<file path="src/rtl/pal_seq_if.sv">
// Configuration and logic bus of the second-generation PAL.
// The PAL itself takes the slave side; whatever drives config and inputs takes the master side.
interface pal_seq_if #(
  parameter int N = 4,
  parameter int M = 1
);
  logic         CFG_EN;
  logic         CFG;
  logic         CFG_OUT;
  logic         CFG_DONE;
  logic [N-1:0] INPUT_VARS;
  logic [M-1:0] OUTPUT_VALS;

  modport master (
    output CFG_EN, CFG, INPUT_VARS,
    input  CFG_OUT, CFG_DONE, OUTPUT_VALS
  );

  modport slave (
    input  CFG_EN, CFG, INPUT_VARS,
    output CFG_OUT, CFG_DONE, OUTPUT_VALS
  );
endinterface

</file>
<file path="src/rtl/pal_seq.sv">
// Parametrised PAL: serially loaded AND/OR planes, per-output registered or
// combinational macrocells, and outputs held at zero until a full load completes.
module pal_seq #(
  parameter int N = 4,
  parameter int M = 1,
  parameter int P = 3
) (
  input  logic      CLK,
  input  logic      RST,
  pal_seq_if.slave  bus
);
  localparam int L  = 2*N*P + P*M + M;
  localparam int A  = 2*N*P;
  localparam int CW = $clog2(L+1);
  localparam logic [CW-1:0] L_CNT = CW'(L);

  logic [L-1:0]  r_cfg;
  logic [CW-1:0] r_cnt;
  logic          r_done;
  logic [M-1:0]  r_out;

  logic [P-1:0]  w_term;
  logic [M-1:0]  w_comb;
  logic [M-1:0]  w_mode;

  genvar gi, gj;

  // A term with no literal selected must read 0, so "any literal used" gates the AND.
  generate
    for (gi = 0; gi < P; gi++) begin : g_term
      logic [N-1:0] w_used;
      logic [N-1:0] w_lit_ok;
      for (gj = 0; gj < N; gj++) begin : g_lit
        assign w_used[gj]   = r_cfg[2*N*gi + 2*gj] | r_cfg[2*N*gi + 2*gj + 1];
        assign w_lit_ok[gj] = (~r_cfg[2*N*gi + 2*gj]     |  bus.INPUT_VARS[gj]) &
                              (~r_cfg[2*N*gi + 2*gj + 1] | ~bus.INPUT_VARS[gj]);
      end
      assign w_term[gi] = (|w_used) & (&w_lit_ok);
    end

    for (gi = 0; gi < M; gi++) begin : g_out
      assign w_comb[gi] = |(w_term & r_cfg[A + gi*P +: P]);
      assign w_mode[gi] = r_cfg[A + P*M + gi];
    end
  endgenerate

  always_ff @(posedge CLK) begin
    if (RST) begin
      r_cfg  <= '0;
      r_cnt  <= '0;
      r_done <= 1'b0;
      r_out  <= '0;
    end else begin
      r_out <= r_done ? w_comb : '0;
      if (bus.CFG_EN) begin
        r_cfg <= {bus.CFG, r_cfg[L-1:1]};
        // A shift while loaded starts a fresh load; this bit is its first.
        if (r_done) begin
          r_done <= 1'b0;
          r_cnt  <= CW'(1);
        end else if (r_cnt != L_CNT) begin
          r_cnt <= r_cnt + 1'b1;
        end
      end else if (r_cnt == L_CNT) begin
        r_done <= 1'b1;
      end
    end
  end

  assign bus.CFG_OUT     = r_cfg[0];
  assign bus.CFG_DONE    = r_done;
  assign bus.OUTPUT_VALS = r_done ? ((w_mode & r_out) | (~w_mode & w_comb)) : '0;
endmodule

</file>
<file path="src/flat_wrapper.sv">
// flat-port wrapper written by rule: the top's interface ports become plain ports
module pal_seq_flat 
#(
  parameter int N = 4,
  parameter int M = 1,
  parameter int P = 3
)
  (CLK, RST, bus_CFG_EN, bus_CFG, bus_INPUT_VARS, bus_CFG_OUT, bus_CFG_DONE, bus_OUTPUT_VALS);
  pal_seq_if #(.N(N), .M(M)) bus_i ();
  input  logic CLK;
  input  logic RST;
  input wire logic [$bits(bus_i.CFG_EN)-1:0] bus_CFG_EN;
  input wire logic [$bits(bus_i.CFG)-1:0] bus_CFG;
  input wire logic [$bits(bus_i.INPUT_VARS)-1:0] bus_INPUT_VARS;
  output wire logic [$bits(bus_i.CFG_OUT)-1:0] bus_CFG_OUT;
  output wire logic [$bits(bus_i.CFG_DONE)-1:0] bus_CFG_DONE;
  output wire logic [$bits(bus_i.OUTPUT_VALS)-1:0] bus_OUTPUT_VALS;
  assign bus_i.CFG_EN = bus_CFG_EN;
  assign bus_i.CFG = bus_CFG;
  assign bus_i.INPUT_VARS = bus_INPUT_VARS;
  assign bus_CFG_OUT = bus_i.CFG_OUT;
  assign bus_CFG_DONE = bus_i.CFG_DONE;
  assign bus_OUTPUT_VALS = bus_i.OUTPUT_VALS;
  pal_seq #(.N(N), .M(M), .P(P)) u_core (.CLK(CLK), .RST(RST), .bus(bus_i));
endmodule
</file>
<file path="config.mk">
export PLATFORM = sky130hd
export DESIGN_NAME = pal_seq_flat
export DESIGN_NICKNAME = d
export VERILOG_FILES = /design/src/rtl/pal_seq_if.sv /design/src/rtl/pal_seq.sv /design/src/flat_wrapper.sv
export SDC_FILE = /design/constraint.sdc
export NUM_CORES = 1
export LEC_CHECK = 0
export BUFFER_PORTS_ARGS = -buffer_cell sky130_fd_sc_hd__buf_2
export CAP_MARGIN = 20
export CORE_ASPECT_RATIO = 0.8
export CORE_MARGIN = 2
export CORE_UTILIZATION = 58
export DETAILED_ROUTE_END_ITERATION = 16
export PLACE_DENSITY = 0.8
export SLEW_MARGIN = 20
export SYNTH_ARGS = -nofsm -noshare
export SYNTH_HDL_FRONTEND = slang
export SYNTH_SLANG_ARGS = --single-unit
</file>
<file path="constraint.sdc">
create_clock -name CLK -period 1.7 [get_ports CLK]
set_input_delay 0.085 -clock CLK [delete_from_list [all_inputs] [get_ports CLK]]
set_output_delay 0.085 -clock CLK [all_outputs]
set_load 0.01 [all_outputs]
</file>
==> results.toml, run 1 <==
[run_status]
status = "finished with violations"
violations = "setup timing"

[power_and_ir_drop]
internal_power_mw = 1.21
combPwrFrac_pct = 5.8
power.switching_mw = 0.331
p_leak_nw = 0.811
p_sw_share_pct = 21.5
pwr-share-seq_pct = 53.9
power_density_nw_per_um2 = 877
p_clk_share_pct = 40.3
peakVddDrop_v = 0.000659

[critical_path]
crit_path_end_kind = "output pin"
crit_type = "flip-flop to output pin"
crit_fanout = 4
crit_slowest_cell = "dfxtp_2"
path_cells = "nor4_4 -> nand2_1 -> nand4_1 -> nand3_2 -> o211a_1 -> buf_2"
crit_arrival_ns = 1.62
r2r_slack_ns = 0.28
cpPeakStageDelay_ns = 0.36
critPathLaunchType = "flip-flop"
cp.required_ns = 1.62

[final_layout]
layout.nets = 175
area_growth_pct = 16.5
multi_input_area_um2 = 823
diodes = 0
seq_area_um2 = 712
nFillCells = 180
stdcell_area_um2 = 1760
post-route-util_pct = 71.4
fin_cells = 202
drive_gt1_share_pct = 20.5

[synth]
synth_flop_cell = "dfxtp_1"
ys_seq_elements = 35
synth_nets = 164
avgSynthCellArea_um2 = 9.80
syn_inst = 154
yosysWarnings = 0
synth.most_common_cell = "mux2i_1"
synth_edf_count = 0
ys_seq_area_share_pct = 46.4
synth_top_area_cell = "dfxtp_1"
synth_top_area_share_pct = 46.4
synth.distinct_cells = 20
synthTopCellsByArea = "dfxtp_1, mux2i_1, nor2_1, nand4_1, nor4_1"
synth.cell_area_um2 = 1510
synth_commonest_cells = "mux2i_1, dfxtp_1, nor2_1"
async_reset_ff_share_pct = 0

[global_routing]
grt_use_total_pct = 22.2
grt_max_degree = 34
grt_overflow = 0
grt_pass1_wl_um = 4910
grt_pass1_vias = 1065
antenna_found_initial = 0

[detailed_routing]
ant_nets = 0
drt_wl_total_um = 2910
route.met3.wl_um = 98
route.detailed.drc = 0
routed_via_density = 5.50
highest_layer = "met4"
vias = 1111
first_pass_iters = 4
wire_per_inst_um = 14.4
wl_met1_um = 1370
wl_met2_um = 1390
initialDrtViolationCount = 52

[place]
dpl_worst_slack_ns = 0.289
post_dp_cell_area_um2 = 1590
dp.cells = 193
portBuffers = 10
gp_congestion = 0.746
dp.final_hpwl_um = 1910

[timing]
period_share_pct = 100
min_period_ns = 1.71
hold_violations = 0
fin_ws_ns = -0.00522
max_slew_margin_pct = 60.6
fin_hold_ws_ns = 0.223
skew_ns = 0.0105
slew_viol_final = 0
tightest_slew_ns = 0.592
rsz0062_at_grt = "true"
setup_viol = 1
fmax_ghz = 0.586

[floorplanning]
core_region_area_um2 = 2460
io_pins = 11
num_rows = 16
die_x_um = 61.0
start_util_pct = 61.3
die-area_um2 = 3030
die_h_um = 49.6

[job]
drv_cap = 0

[cts]
h-tree-depth = 2
clkSlewWorstSetupHoldPaths_ns = 0.11
cts_made_buffers = 5
clock_path_buffers = 2
numClockSinks = 35
cts_tree = "yes"
root_buffer = "clkbuf_4"
cts_setup_buffers = 0
worstSkewPairLatency_ns = 0.34

[min_path]
hold_path.class = "input port to flip-flop"
[power by group through the flow]
stage	sequential (mW)	combinational, mW	clock [mW]
6_report	0.832	0.0889	0.622
5_1_grt	0.833	0.0980	0.665
4_1_cts	0.833	0.0887	0.629
3_5_place_dp	0.852	0.0868	0
3_3_place_gp	0.851	0.0848	0
2_1_floorplan	0.850	0.0630	0
[flip-flops by register name (all words and copies together) (netlist names)]
| register | count |
|---|---|
| u_core.bus.CFG_DONE | 1 |
| u_core.r_cfg | 28 |
| u_core.r_cnt | 5 |
| u_core.r_out | 1 |
[worst max-delay path, delay by kind of cell, from the launching register on]
kind	cells	cell delay [ns]
AO/OA/AOI/OAI	1	0.21
flip-flops	1	0.36
buffers and inverters	1	0.13
AND/OR/NAND/NOR	4	0.57
[final timing paths]
path / startpoint / end / depth (start not counted)
setup / recovery: u_core.r_cfg[16] / bus_OUTPUT_VALS / 6
hold / removal: RST / u_core.r_cnt[1] / 2
setup reg to reg: u_core.r_cnt[0] / u_core.r_cnt[3] / 7
hold reg to reg: u_core.r_cnt[4] / u_core.r_cnt[4] / 2
[through the flow]
step                total power, mW  setup TNS [ns]
floorplan                     0.913               0
global placement              0.936               0
detailed placement            0.939               0
CTS                            1.55               0
global route                   1.60         -0.0888
finish                         1.54        -0.00522
[timing repair]
action / 4_1_cts / 5_1_grt
setup endpoints to repair: 1 / 1
pin swaps: 3 / 3
hold endpoints to repair: 1 / 0
hold buffers: 1 / 0
resized for setup: 7 / 10
[logic make-up (layout without fill, tap and decap cells)]
logic type,after synthesis,in the layout,share of synthesized area [%]
adder cells (fa/ha/maj),2,2,1.66
AND/OR/NAND/NOR,57,57,17.7
flip-flops,35,35,46.4
multiplexers,40,40,26.5
AO/OA/AOI/OAI,6,6,2.98
buffers and inverters,11,23,2.98
XOR/XNOR,3,3,1.74
[final cells by class]
class                      count  area share [%]
tap                           36            2.56
sequential                    35            40.5
clock buffer                   6            2.92
timing repair buffer          12            4.56
multi-input combinational    108            46.8
inverter                       3           0.641
clock inverter                 2            1.99
[routing by layer]
metal	up-vias	GRT usage, %
met1	532	29.1
met3	6	7.09
met2	16	32.6
met5	-	0
met4	0	10.5
li1	557	-
[cells in the final DEF (no fill, tap or decap), drive strengths merged]
| cell | Yosys | layout |
|---|---|---|
| bufinv | 0 | 1 |
| nand2 | 4 | 4 |
| nor2 | 34 | 34 |
| nor4 | 6 | 6 |
| a211oi | 2 | 2 |
| nor3b | 1 | 1 |
| ha | 2 | 2 |
| a21oi | 1 | 1 |
| nand4 | 6 | 6 |
| dfxtp | 35 | 35 |
| o21a | 1 | 1 |
| nand3 | 1 | 1 |
| o211a | 1 | 1 |
| and3 | 4 | 4 |
| buf | 3 | 11 |
| dlygate4sd3 | 0 | 1 |
| clkinv | 0 | 1 |
| nand2b | 1 | 1 |
| a21o | 1 | 1 |
| inv | 3 | 3 |
| mux2i | 40 | 40 |
| xor2 | 3 | 3 |
| clkbuf | 5 | 6 |
(Power assumes the default switching activity.)
==> inputs of run 2 (changes only) <==
Settings changed: CORE_MARGIN 2 to default.
==> run 2 against run 1 <==
- the run still ends with setup timing left
- worst setup slack worse by 0.040 ns
- register-to-register slack barely moved
- critical path depth stayed put
- first-iteration DRC count is 13% higher
- non-clock buffer count grew 1
- clock skew increased by 0.0056 ns
- worst hold slack lost 0.013 ns
- clock-buffer cell count stayed put
- utilization fell by 0.51 points
- critical path type unchanged
- highest routed layer unchanged
==> results.toml, run 2 (synthesized netlist as in run 1, its figures left out) <==
[critical_path]
critPathLaunchType = "flip-flop"
path_cells = "nor4_4 -> nand2_1 -> nand4_1 -> nand3_2 -> o211a_1 -> buf_2"
cp-startpoint = "u_core.r_cfg[15]"
crit_type = "flip-flop to output pin"
crit_end = "bus_OUTPUT_VALS"
cp.required_ns = 1.62
crit_fanout = 4
crit_slowest_cell = "dfxtp_2"
reg2reg_to = "u_core.r_cnt[3]"
cpPeakStageDelay_ns = 0.36
crit_arrival_ns = 1.66
crit_path_end_kind = "output pin"
r2r_slack_ns = 0.27
timing.rr.start = "u_core.r_cnt[0]"
ff2ff_path_depth = 7

[final_layout]
final_common_cell = "mux2i_1"
largest_reg_flops = 28
drive_gt1_share_pct = 21.1
diodes = 0
reg_top3 = "u_core.r_cfg (28), u_core.r_cnt (5)"
nFillCells = 181
stdcell_area_um2 = 1750
top_register = "u_core.r_cfg"
final_cell_mix = "mux2i_1, nor2_1, dfxtp_1, buf_2, dfxtp_2"
seq_area_um2 = 713
area_growth_pct = 15.7
multi_input_area_um2 = 832
layout.nets = 176

[place]
gp_congestion = 0.714
dp.final_hpwl_um = 1820
post_dp_cell_area_um2 = 1590
portBuffers = 10
dpl_worst_slack_ns = 0.289

[detailed_routing]
route.detailed.drc = 0
routed_via_density = 5.66
ant_nets = 0
first_pass_iters = 4
wire_per_inst_um = 14.4
drt_wl_total_um = 2920
initialDrtViolationCount = 59
vias = 1144

[timing]
fmax_ghz = 0.573
setup_viol = 1
period_share_pct = 103
fin_hold_ws_ns = 0.210
min_period_ns = 1.74
tightest_slew_ns = 0.562
fin_ws_ns = -0.0448
finalSetupTns_ns = -0.0448
skew_ns = 0.0161
hold_violations = 0
slew_viol_final = 0
rsz0062_at_grt = "true"
max_slew_margin_pct = 62.6

[job]
drv_cap = 0

[power_and_ir_drop]
power_density_nw_per_um2 = 788
power_mw = 1.38
p_leak_nw = 0.808
peakVddDrop_v = 0.000650

[floorplanning]
die_h_um = 47.6
die-area_um2 = 2810
start_util_pct = 61.3
die_x_um = 59.0
io_pins = 11
num_rows = 16
core_region_area_um2 = 2460

[global_routing]
grt_pass1_wl_um = 4260
grt_use_total_pct = 21.7
grt_pass1_vias = 965
grt_overflow = 0
antenna_found_initial = 0
grt_max_degree = 34

[cts]
root_buffer = "clkbuf_4"
clock_path_buffers = 2
numClockSinks = 35
cts_tree = "yes"
clkSlewWorstSetupHoldPaths_ns = 0.11
h-tree-depth = 2
cts_made_buffers = 5
worstSkewPairLatency_ns = 0.34

[run_status]
violations = "setup timing"
status = "finished with violations"

[min_path]
min_from = "RST"
hold_path.class = "input port to flip-flop"
-- run 2: stage by stage --
step	std cells	util, %
2_1_floorplan	154	-
3_3_place_gp	193	64.6
3_5_place_dp	193	64.6
4_1_cts	202	68.6
5_1_grt	202	70.9
6_report	202	70.9
-- run 2: worst min-delay path by stage --
stage / cells past startpoint / endpoint
after floorplan: 2 / u_core.r_cfg[27]
after global placement: 3 / u_core.r_cfg[27]
after detailed placement: 3 / u_core.r_cfg[27]
after CTS: 2 / u_core.r_cfg[17]
after global routing: 2 / u_core.r_cnt[1]
final: 2 / u_core.r_cfg[17]
-- run 2: timing repair --
item                                    CTS  global route
hold buffers                              1             0
buffers inserted                          1             0
endpoints found under the setup margin    1             1
resized for setup                         6            13
pin swaps                                 3             5
hold endpoints to repair                  1             0
-- run 2: final cells by class --
cell class	count	share of cell area (%)
clock inverters	1	0.287
inverters	3	0.645
flip-flops and latches	35	40.9
multi-input cells	108	47.7
well taps	36	2.58
repair buffers	13	5.02
clock buffers	6	2.94
-- run 2: critical path, delay by kind of cell, from the launching register on --
family / cells / cell delay [ns]
simple gates: 4 / 0.60
compound gates: 1 / 0.21
flops: 1 / 0.36
buf+inv: 1 / 0.13
-- run 2: report_power, final --
| group | internal [mW] | switching (mW) | total (mW) |
|---|---|---|---|
| sequential | 0.825 | 0.00694 | 0.832 |
| combinational | 0.0387 | 0.0499 | 0.0886 |
| clock | 0.191 | 0.264 | 0.455 |
-- run 2: routing by layer --
layer	part of all wire (%)	vias to the layer above	track usage, %
met3	4.2	15	6.22
li1	-	562	-
met2	45	36	32.7
met4	4.3	0	15.7
met1	46	531	27.2
met5	0	-	0
